$ cat config.mk
export PLATFORM = sky130hd
export DESIGN_NAME = time_cmd_parser
export DESIGN_NICKNAME = d
export VERILOG_FILES = /design/src/rtl/time_cmd_parser.sv
export SDC_FILE = /design/constraint.sdc
export NUM_CORES = 1
export LEC_CHECK = 0
export BUFFER_PORTS_ARGS = -buffer_cell sky130_fd_sc_hd__buf_4
export CELL_PAD_IN_SITES_DETAIL_PLACEMENT = 1
export CELL_PAD_IN_SITES_GLOBAL_PLACEMENT = 1
export CORE_ASPECT_RATIO = 1.1
export CORE_MARGIN = 8
export CORE_UTILIZATION = 39
export DETAILED_ROUTE_END_ITERATION = 16
export PLACE_DENSITY_LB_ADDON = 0.1
export SYNTH_ARGS = -nofsm -noshare
export SYNTH_HDL_FRONTEND = slang
export SYNTH_SLANG_ARGS = --single-unit
$ cat constraint.sdc
create_clock -name clk -period 2.51 [get_ports clk]
set_input_delay 0.502 -clock clk [delete_from_list [all_inputs] [get_ports clk]]
set_output_delay 0.502 -clock clk [all_outputs]
set_load 0.005 [all_outputs]
$ cat src/rtl/time_cmd_parser.sv
// time_cmd_parser: ASCII "HH:MM:SS\n" style command parser feeding the clock
// counter's parallel load port. Collects NUM_FIELDS two-digit decimal fields
// (separators optional), validates length and per-field range, and publishes
// a BCD word with a one-cycle load pulse. Rejected commands raise a one-cycle
// err pulse with err_code; load_digits is untouched on error.
//
// Optional build macro: TIME_CMD_ECHO_EN adds a single-entry ack channel
// (tx_data/tx_valid/tx_ready) that queues 'K' on load and 'E' on err.
//
// state   | meaning
// --------+-------------------------------------------------------------
// COLLECT | accepting digits/separators, terminator validates the command
// DISCARD | command already rejected, drop bytes until the terminator
module time_cmd_parser #(
    parameter int          NUM_FIELDS = 3,
    parameter int          FIELD0_MAX = 23,
    parameter int          FIELDN_MAX = 59,
    parameter logic [7:0]  SEP_CHAR   = 8'h3A,
    parameter logic [7:0]  TERM_CHAR  = 8'h0A
) (
    input  logic                    clk,
    input  logic                    reset,
    input  logic [7:0]              rx_data,
    input  logic                    rx_valid,
    output logic                    load,
    output logic [8*NUM_FIELDS-1:0] load_digits,
    output logic                    err,
    output logic [1:0]              err_code,
    output logic                    busy
`ifdef TIME_CMD_ECHO_EN
    ,
    output logic [7:0]              tx_data,
    output logic                    tx_valid,
    input  logic                    tx_ready
`endif
);

    localparam int SHADOW_W = 8 * NUM_FIELDS;
    localparam int CNT_W    = $clog2(2 * NUM_FIELDS + 1);
    localparam logic [CNT_W-1:0] DIGITS = CNT_W'(2 * NUM_FIELDS);

    localparam logic [1:0] ERR_CHAR  = 2'd1;
    localparam logic [1:0] ERR_LEN   = 2'd2;
    localparam logic [1:0] ERR_RANGE = 2'd3;

    localparam logic [7:0] CR_CHAR = 8'h0D;

    typedef enum logic {
        COLLECT = 1'b0,
        DISCARD = 1'b1
    } state_t;

    state_t                state_q, state_d;
    logic [CNT_W-1:0]      cnt_q, cnt_d;
    logic [SHADOW_W-1:0]   shadow_q, shadow_d;
    logic [SHADOW_W-1:0]   load_digits_q, load_digits_d;
    logic                  load_q, load_d;
    logic                  err_q, err_d;
    logic [1:0]            err_code_q, err_code_d;

    logic                  is_digit;
    logic                  range_ok;
    logic [3:0]            f_tens;
    logic [3:0]            f_ones;
    logic [6:0]            f_val;
    logic [6:0]            f_max;

    assign is_digit = (rx_data >= 8'h30) && (rx_data <= 8'h39);

    // Range check of every field from the registered shadow; the terminator
    // always follows the last digit, so no forwarding of the incoming byte.
    always_comb begin
        range_ok = 1'b1;
        f_tens   = 4'd0;
        f_ones   = 4'd0;
        f_val    = 7'd0;
        f_max    = 7'd0;
        for (int f = 0; f < NUM_FIELDS; f++) begin
            f_tens = shadow_q[SHADOW_W-1-8*f -: 4];
            f_ones = shadow_q[SHADOW_W-5-8*f -: 4];
            f_val  = ({3'b000, f_tens} * 7'd10) + {3'b000, f_ones};
            f_max  = (f == 0) ? 7'(FIELD0_MAX) : 7'(FIELDN_MAX);
            if (f_val > f_max) begin
                range_ok = 1'b0;
            end
        end
    end

    // Next-state, shadow capture and pulse generation per received byte.
    always_comb begin
        state_d       = state_q;
        cnt_d         = cnt_q;
        shadow_d      = shadow_q;
        load_digits_d = load_digits_q;
        load_d        = 1'b0;
        err_d         = 1'b0;
        err_code_d    = err_code_q;

        if (rx_valid) begin
            unique case (state_q)
                COLLECT: begin
                    if (is_digit) begin
                        if (cnt_q < DIGITS) begin
                            for (int k = 0; k < 2 * NUM_FIELDS; k++) begin
                                if (cnt_q == CNT_W'(k)) begin
                                    shadow_d[SHADOW_W-1-4*k -: 4] = rx_data[3:0];
                                end
                            end
                            cnt_d = cnt_q + CNT_W'(1);
                        end else begin
                            err_d      = 1'b1;
                            err_code_d = ERR_LEN;
                            state_d    = DISCARD;
                        end
                    end else if (rx_data == TERM_CHAR) begin
                        cnt_d = '0;
                        if (cnt_q != DIGITS) begin
                            err_d      = 1'b1;
                            err_code_d = ERR_LEN;
                        end else if (!range_ok) begin
                            err_d      = 1'b1;
                            err_code_d = ERR_RANGE;
                        end else begin
                            load_d        = 1'b1;
                            load_digits_d = shadow_q;
                        end
                    end else if (rx_data == SEP_CHAR) begin
                        // Separators are only legal on a field boundary
                        // between two fields.
                        if (!(cnt_q[0] == 1'b0 && cnt_q != '0 && cnt_q < DIGITS)) begin
                            err_d      = 1'b1;
                            err_code_d = ERR_CHAR;
                            state_d    = DISCARD;
                        end
                    end else if (rx_data == CR_CHAR) begin
                        state_d = COLLECT;
                    end else begin
                        err_d      = 1'b1;
                        err_code_d = ERR_CHAR;
                        state_d    = DISCARD;
                    end
                end
                DISCARD: begin
                    if (rx_data == TERM_CHAR) begin
                        state_d = COLLECT;
                        cnt_d   = '0;
                    end
                end
                default: begin
                    state_d = COLLECT;
                    cnt_d   = '0;
                end
            endcase
        end
    end

    // Parser registers; reset wins over a byte arriving in the same cycle.
    always_ff @(posedge clk) begin
        if (reset) begin
            state_q       <= COLLECT;
            cnt_q         <= '0;
            shadow_q      <= '0;
            load_digits_q <= '0;
            load_q        <= 1'b0;
            err_q         <= 1'b0;
            err_code_q    <= 2'd0;
        end else begin
            state_q       <= state_d;
            cnt_q         <= cnt_d;
            shadow_q      <= shadow_d;
            load_digits_q <= load_digits_d;
            load_q        <= load_d;
            err_q         <= err_d;
            err_code_q    <= err_code_d;
        end
    end

    assign load        = load_q;
    assign load_digits = load_digits_q;
    assign err         = err_q;
    assign err_code    = err_code_q;
    assign busy        = (cnt_q != '0) || (state_q == DISCARD);

`ifdef TIME_CMD_ECHO_EN
    logic       tx_valid_q, tx_valid_d;
    logic [7:0] tx_data_q, tx_data_d;

    // Single-entry ack holder; a newer ack overwrites a pending one.
    always_comb begin
        tx_valid_d = tx_valid_q;
        tx_data_d  = tx_data_q;
        if (load_d) begin
            tx_valid_d = 1'b1;
            tx_data_d  = 8'h4B;
        end else if (err_d) begin
            tx_valid_d = 1'b1;
            tx_data_d  = 8'h45;
        end else if (tx_valid_q && tx_ready) begin
            tx_valid_d = 1'b0;
        end
    end

    // Ack holding register.
    always_ff @(posedge clk) begin
        if (reset) begin
            tx_valid_q <= 1'b0;
            tx_data_q  <= 8'h00;
        end else begin
            tx_valid_q <= tx_valid_d;
            tx_data_q  <= tx_data_d;
        end
    end

    assign tx_valid = tx_valid_q;
    assign tx_data  = tx_data_q;
`endif

endmodule

Yosys cells after proc, flatten, opt, wreduce, memory -nomap -nowiden
Index checks and enable logic that the tools add are counted.
{ "totals": {"regBits": 56, "output_inout_bits": 29} }
{ "classes": {"addsub": 4, "mul": 3, "order_cmp": 6, "n_eq_ne": 14, "mux": 28, "bitwise": 6, "reduce_logical": 17} }
{ "op_table": {"columns": ["op", "count"], "rows": [
  ["AND reduction 5 bit", 6],
  ["adder 7 x 4 -> 7 bit", 3],
  ["multiplier 4 x 3 -> 6 bit, second input constant", 3],
  ["equality test 8 x 4 -> 1 bit, second input constant", 2],
  ["2-to-1 mux 2 bit", 8],
  ["2-to-1 mux 1 bit", 15],
  ["> comparator 7 x 6 -> 1 bit, second input constant", 2],
  ["AND reduction 6 bit", 2],
  ["2-to-1 mux 3 bit", 3],
  ["equality test 8 x 6 -> 1 bit, second input constant", 1],
  [">= comparator 8 x 6 -> 1 bit, second input constant", 1],
  ["<= comparator 8 x 6 -> 1 bit, second input constant", 1],
  ["!= test 4 bit, second input constant", 2],
  ["> comparator 7 x 5 -> 1 bit, second input constant", 1],
  ["equality test 3 x 2 -> 1 bit, second input constant", 2],
  ["equality test 3 bit, second input constant", 2],
  ["!= test 3 bit, second input constant", 2],
  ["inverter 1 bit", 6],
  ["one-hot mux 3 bit (2 select lines)", 1],
  ["OR reduction 6 bit", 1],
  ["!= test 4 x 3 -> 1 bit, second input constant", 1],
  ["adder 3 x 1 -> 3 bit, second input constant", 1],
  ["equality test 3 x 1 -> 1 bit, second input constant", 1],
  ["logical AND 1 bit", 3],
  ["other kinds (8)", 8]
]} }

Logic depth before layout (Yosys ltp)
Gate-level depths: netlist (run 1).
{ "logic_depth": {"ltp_word": 10, "mapped_depth": 11, "mapped_depth_nobuf": 9} }

Least setup slack after synthesis (run 1)
Ideal clock, no wire load.
{ "synth_timing": {"kind": "register -> register", "from": "reg shadow_q[21]", "to": "reg err_code_q[0], in the netlist err_code[0]", "setup_ps": 74, "arrival_time_ps": 2532, "t_required_ps": 2436, "path_slack_ps": -96, "stages_incl_launch_ff": 10, "path_buffers": 1, "period_less_slack_ps": 2606, "cell_sequence": "dfxtp_1 -> ha_1 -> ha_1 -> fa_1 -> a211oi_1 -> a31oi_1 -> o21a_1 -> buf_6 -> or4_1 -> a31oi_1"} }
{ "synth_via": {"elab_chain_len": 8} }
{ "synth_lines": {"columns": ["item", "line_no", "text"], "rows": [
  ["start, declared", "55", "logic [SHADOW_W-1:0] shadow_q, shadow_d;"],
  ["start signal, assigned", "170", "shadow_q <= shadow_d;"],
  ["multiplier 4 x 3 -> 6 bit", "81", "f_val = ({3'b000, f_tens} * 7'd10) + {3'b000, f_ones};"],
  ["adder 7 x 4 -> 7 bit", "81", null],
  ["> comparator 7 x 5 -> 1 bit", "83", "if (f_val > f_max) begin"],
  ["2-to-1 mux 1 bit (3 in a row)", "83", null],
  ["!= test 4 x 3 -> 1 bit (no source line)", null, null],
  ["AND reduction 6 bit (no source line)", null, null],
  ["end signal, assigned", "174", "err_code_q <= err_code_d;"],
  ["end, declared", "59", "logic [1:0] err_code_q, err_code_d;"]
]} }
Every way passes these cells.
A chain may end at the register's enable or synchronous reset.

Worst setup path in the final report (run 1)
{ "layout_timing": {"from": "reg shadow_q[13]", "to": "reg err_code_q[0], in the netlist err_code[0]"} }
{ "layout_via": {"elab_chain_len": 7} }
{ "layout_lines": {"columns": ["item", "line_no"], "rows": [
  ["multiplier 4 x 3 -> 6 bit", "81"],
  ["adder 7 x 4 -> 7 bit", "81"],
  ["> comparator 7 x 6 -> 1 bit", "83"],
  ["2-to-1 mux 1 bit (2 in a row)", "83"],
  ["!= test 4 x 3 -> 1 bit (no source line)", null],
  ["AND reduction 6 bit (no source line)", null]
]} }
Every way passes these cells.

==> results of run 1 <==
==> worst min-delay path, delay by kind of cell (launching register included) <==
family             cells  cell delay (ns)
DFF                    1             0.32
and+or+nand+nor        1             0.05
AOI/OAI and AO/OA      1             0.05
==> synthesized netlist by cell type (6+ instances only) <==
library cell,number
mux2i_1,9
nand3_1,21
dfxtp_1,56
a21oi_1,49
inv_1,20
nand4_1,25
clkbuf_1,12
fa_1,6
o31ai_1,26
buf_2,11
nand2_1,27
nor2_1,17
ha_1,23
==> cell type report <==
cell class | count | area, µm² | share of cell area (%)
well taps | 108 | 135 | 3.11
multi-input cells | 263 | 2220 | 51.0
inverters | 21 | 81.3 | 1.87
clock inverters | 2 | 12.5 | 0.288
repair buffers | 76 | 697 | 16.0
flip-flops and latches | 56 | 1140 | 26.1
clock buffers | 5 | 68.8 | 1.58
==> metrics by stage <==
step / total power [mW] / cell area (µm²)
5_1_grt: 1.54 / 4350
2_1_floorplan: 0.967 / 3180
4_1_cts: 1.50 / 3940
6_report: 1.49 / 4350
3_3_place_gp: 1.01 / 3760
3_5_place_dp: 1.01 / 3760
==> how the worst min path moves through the flow <==
stage | from | end | slack, ns
after floorplan | shadow_q[16] | shadow_q[16] | 0.44
after global placement | err_code[1] | err_code[1] | 0.45
after detailed placement | shadow_q[16] | shadow_q[16] | 0.45
after CTS | shadow_q[8] | shadow_q[8] | 0.47
after global routing | shadow_q[16] | shadow_q[16] | 0.49
final | shadow_q[16] | shadow_q[16] | 0.46
==> state kept, by name, indices dropped and copies added, names as in the netlist <==
name,cells
load_digits,24
shadow_q,24
cnt_q,3
err_code,2
err,1
load,1
state_q,1
==> power groups by stage <==
| stage | Clock, mW | Sequential (mW) | Combinational [mW] |
|---|---|---|---|
| floorplan | 0 | 0.919 | 0.0476 |
| global placement | 0 | 0.920 | 0.0890 |
| detailed placement | 0 | 0.920 | 0.0896 |
| CTS | 0.513 | 0.899 | 0.0913 |
| global route | 0.534 | 0.899 | 0.102 |
| finish | 0.495 | 0.898 | 0.0931 |
==> metal layers <==
layer	up-vias	GRT usage (%)	part of all wire, %	wire, µm
li1	1453	-	-	-
met1	1533	21.2	43	4600
met2	71	32.9	52	5480
met3	12	3.14	3.6	377
met4	0	4.37	1.3	133
met5	-	0	0	0
==> what timing repair did <==
item                       in CTS  in global routing
gates cloned                    0                  4
setup endpoints to repair      27                 27
resized for setup              23                 56
pin swaps                      16                 24
buffers inserted                2                  1
==> cells by family (layout without fill, tap and decap cells) <==
group           after synthesis  after routing  synth area share [%]
buf+inv                      45            104                  6.05
flops                        56             56                  35.7
simple gates                113            113                  19.1
mux                           9              9                  2.87
fa+ha+maj                    29             29                  13.0
compound gates              105            105                  21.4
xor+xnor                      7              7                  1.95
==> impl_metrics.tcl, run 1 <==
set metrics [dict create \
    synth_area_leaders "dfxtp_1 (36%), ha_1 (9.2%), a21oi_1 (7.8%), o31ai_1 (6.2%), nand4_1 (5.0%)" \
    die_y_um 110 \
    reg2reg_to "err_code[0]" \
    synthArstFlopShare_pct 0 \
    vias_per_cell 5.78 \
    wirelength_um 10600 \
    yosysUniqueCellTypes 47 \
    worst_hold_slack_ns 0.463 \
    cap_viol_max_count 0 \
    numCtsBuffers 5 \
    yosys.area.top_type "dfxtp_1" \
    crit_path_start_kind "register" \
    final_util_pct 55.2 \
    track_usage_pct 18.0 \
    worstPathRequired_ns 2.75 \
    drc 0 \
    rsz0062_at_grt "yes" \
    die_w_um 102 \
    pwr-share-seq_pct 60.4 \
    cts.htree.levels 2 \
    rrSetupSlack_ns -0.09 \
    root_buffer "clkbuf_8" \
    min_path_type "reg -> reg" \
    timing.rr.start "shadow_q[13]" \
    ys_seq_elements 56 \
    antenna_found_initial 0 \
    setup_tns_ns -1.49 \
    holdPathStages 2 \
    finalNonFillerCells 531 \
    num_rows 34 \
    dr.pass1.iters 4 \
    fmax_mhz 384 \
    area.growth.synth_to_final_pct 38.3 \
    grt_max_degree 58 \
    crit_path_top_delay_cell "or4_1" \
    grt_pass1_wl_um 15900 \
    worst_skew_pair.late_latency_ns 0.31 \
    outcome "finished with violations" \
    vias 3069 \
    setup_viol 25 \
    violations "setup timing" \
    startpoint "shadow_q[13]" \
    worst_slew_pin_slew_ns 0.635 \
    cts_sinks 56 \
    p_switching_mw 0.367 \
    power.internal_mw 1.12 \
    yosys_warnings 0 \
    finalNetCount 463 \
    peakVddDrop_mv 0.175 \
    p_clk_share_pct 33.3 \
    period_needed_ns 2.60 \
    reg2reg_depth 8 \
    final_common_cell "buf_4" \
    netlist_instances 364 \
    p_leak_nw 1.60 \
    cts.clk_slew.worst_paths_ns 0.10 \
    hold_viol 0 \
    avgSynthCellArea_um2 8.64 \
    wl_per_cell_um 19.9 \
    port_buffers 39 \
    num_io_pins 40 \
    path_cells "ha_1 > ha_2 > inv_2 > fa_2 > nor4_4 > a211oi_4 > or4_1 > a31oi_1" \
    fin_crit_sh_pct 104 \
    grt.overflow.total 0 \
    crit_fanout 5 \
    diodes 0 \
    max_slew_margin_pct 57.6 \
    swShare_pct 24.7 \
    start_util_pct 40.0 \
    cp_data_arrival_time_ns 2.84 \
    synth_ff_type "dfxtp_1" \
    synth_edf_count 0 \
    drive_gt1_share_pct 35.0 \
    crit_end "err_code[0]" \
    synth_nets 404 \
    slowest_delay_ns 0.52 \
    slew_viol_final 0 \
    final_cell_mix "buf_4 (65), a21oi_1 (47), dfxtp_1 (46)" \
    dpl.hpwl_um 6900 \
    ant_nets 0 \
    grt_pass1_vias 3157 \
    clock_path_buffers 2 \
    gp_congestion 0.836 \
    synth-seq-area-share_pct 35.7 \
    synth_top_area_share_pct 35.7 \
    die_area_um2 11200 \
    pwr-share-comb_pct 6.3 \
    worstSetupPathDepth 8 \
    end_kind "register" \
    dp.cells 517 \
    clock_skew_ns 0.00817 \
    syn_area_um2 3140 \
    dp_slack_ns -0.0957 \
    cts_tree "done" \
    cts_hold_buffers 0 \
    timing.critical_path.buf_inv 1 \
    pwr_density_cell_nw_per_um2 342 \
    crit_family "adder cells" \
    fillers 887 \
    core_area_um2 7870 \
    crit_type "reg -> reg" \
    drt_iter0_drc 93 \
    worst_slack_ns -0.0929 \
]
(Power assumes the default switching activity.)
==> inputs of run 2 (changes only) <==
- BUFFER_PORTS_ARGS: -buffer_cell sky130_fd_sc_hd__buf_4 -> -buffer_cell sky130_fd_sc_hd__buf_2
- PLACE_DENSITY: not set -> 0.81
- PLACE_DENSITY_LB_ADDON: 0.1 -> not set
==> run 2 against run 1 <==
Effect of this change:
- hold slack better by 0.0042 ns
- clock skew rose by 0.0081 ns
- first-iteration DRC count is 42% higher
- via count grew 5.4%
- utilization increased by 3.1 points
- sequential power barely moved
- design area is 5.6% higher
- the run still ends with setup timing left
- final cell count increased by 1.7%
- register-to-register slack worse by 0.14 ns
==> impl_metrics.tcl, run 2 (same netlist as run 1, synthesis figures left out) <==
set metrics [dict create \
    fmax_mhz 364 \
    grt_max_degree 47 \
    reg2reg_to "err_code[0]" \
    cts.clk_slew.worst_paths_ns 0.10 \
    worst_slack_ns -0.236 \
    start_util_pct 40.0 \
    peakVddDrop_mv 0.204 \
    reg2reg_depth 10 \
    end_kind "register" \
    wirelength_um 12100 \
    core_area_um2 7870 \
    grt.overflow.total 0 \
    final_cell_mix "a21oi_1 (45), dfxtp_1 (45), buf_2 (39)" \
    crit_path_top_delay_cell "or4_1" \
    worst_slew_pin_slew_ns 0.924 \
    setup_tns_ns -2.79 \
    num_io_pins 40 \
    cts_sinks 56 \
    clock_path_buffers 2 \
    diodes 0 \
    die_area_um2 11200 \
    path_cells "ha_4 > ha_4 > inv_2 > fa_2 > xnor2_2 > buf_4 > a31oi_4 > o211ai_1 > or4_1 > a31oi_1" \
    drc 0 \
    worstPathRequired_ns 2.75 \
    finalNonFillerCells 540 \
    dr.pass1.iters 4 \
    slew_viol_final 0 \
    dp.cells 517 \
    rsz0062_at_grt "yes" \
    port_buffers 39 \
    slowest_delay_ns 0.60 \
    crit_fanout 3 \
    dpl.hpwl_um 6810 \
    drive_gt1_share_pct 40.3 \
    drt_iter0_drc 132 \
    ant_nets 0 \
    p_leak_nw 1.66 \
    dp_slack_ns -0.115 \
    vias_per_cell 5.99 \
    vias 3236 \
    max_slew_margin_pct 38.4 \
    hold_start "err_code[1]" \
    outcome "finished with violations" \
    min_path_type "reg -> reg" \
    min_to "err_code[1]" \
    gp_congestion 0.839 \
    cts_tree "done" \
    cap_viol_max_count 0 \
    pwr_density_cell_nw_per_um2 335 \
    die_w_um 102 \
    cp_data_arrival_time_ns 2.99 \
    cts.htree.levels 2 \
    numCtsBuffers 5 \
    timing.critical_path.buf_inv 2 \
    grt_pass1_vias 3185 \
    crit_top_cell "ha_4" \
    clock_skew_ns 0.0163 \
    worst_skew_pair.late_latency_ns 0.33 \
    crit_path_start_kind "register" \
    antenna_found_initial 0 \
    wl_per_cell_um 22.4 \
    cts_hold_buffers 0 \
    post_dp_cell_area_um2 3660 \
    setup_viol 28 \
    root_buffer "clkbuf_8" \
    violations "setup timing" \
    fin_area_um2 4590 \
    period_needed_ns 2.75 \
    finalNetCount 471 \
    final_util_pct 58.3 \
    num_rows 34 \
    crit_type "reg -> reg" \
    area.growth.synth_to_final_pct 46.0 \
    grt_pass1_wl_um 15900 \
    track_usage_pct 17.9 \
    rrSetupSlack_ns -0.24 \
    die_y_um 110 \
    holdPathStages 2 \
    hold_viol 0 \
    fin_crit_sh_pct 109 \
    timing.rr.start "shadow_q[7]" \
    crit_family "adder cells" \
]
-- run 2: cell types whose count changed in the layout (fill, tap and decap cells not counted), sizes merged --
cell    before  now
clkbuf       9   10
clkinv       1    0
buf         72   81
-- run 2: worst max-delay path by stage --
stage,to,startpoint,slack (ns),depth (start not counted)
6_report,err_code[0],shadow_q[7],-0.24,10
3_5_place_dp,err_code[0],shadow_q[13],-0.12,8
3_3_place_gp,err,shadow_q[23],-0.06,9
5_1_grt,err_code[0],shadow_q[4],-0.33,9
2_1_floorplan,load_digits[4],shadow_q[13],0.02,10
4_1_cts,err_code[0],shadow_q[13],-0.07,10
-- run 2: cell type report --
type | count | area (µm²)
Inverter | 21 | 83.8
Clock inverter | 1 | 7.51
Sequential cell | 56 | 1140
Clock buffer | 7 | 86.3
Tap cell | 108 | 135
Fill cell | 864 | 3280
Timing Repair Buffer | 84 | 703
Multi-Input combinational cell | 263 | 2440
-- run 2: what timing repair did --
item	in CTS	in global routing
cloned	0	5
buffers inserted	3	9
pin swaps	16	42
resized for setup	38	87
setup endpoints to repair	28	28
-- run 2: through the flow --
stage | power (mW) | hold slack [ns]
final | 1.54 | 0.467
after global routing | 1.59 | 0.503
after CTS | 1.53 | 0.473
after detailed placement | 0.998 | 0.454
after global placement | 0.998 | 0.440
after floorplan | 0.967 | 0.437
-- run 2: worst min-delay path, delay by kind of cell, from the launching register on --
| family | cells | cell delay (ns) |
|---|---|---|
| AO/OA/AOI/OAI | 1 | 0.05 |
| flip-flops | 1 | 0.34 |
| AND/OR/NAND/NOR | 1 | 0.06 |
-- run 2: per-layer routing --
layer	GRT usage (%)	vias up	share of wire, %
met5	0	-	0
met4	4.47	0	2.8
met3	3.58	27	4.1
met2	33.1	94	54
met1	20.4	1637	39
li1	-	1478	-
-- run 2: report_power, final --
| part | total [mW] | leakage (nW) | switching, mW | internal [mW] |
|---|---|---|---|---|
| Sequential | 0.897 | 0.458 | 0.00407 | 0.893 |
| Clock | 0.553 | 0.0445 | 0.327 | 0.226 |
| Combinational | 0.0870 | 1.15 | 0.0569 | 0.0300 |
| Total | 1.54 | 1.66 | 0.388 | 1.15 |
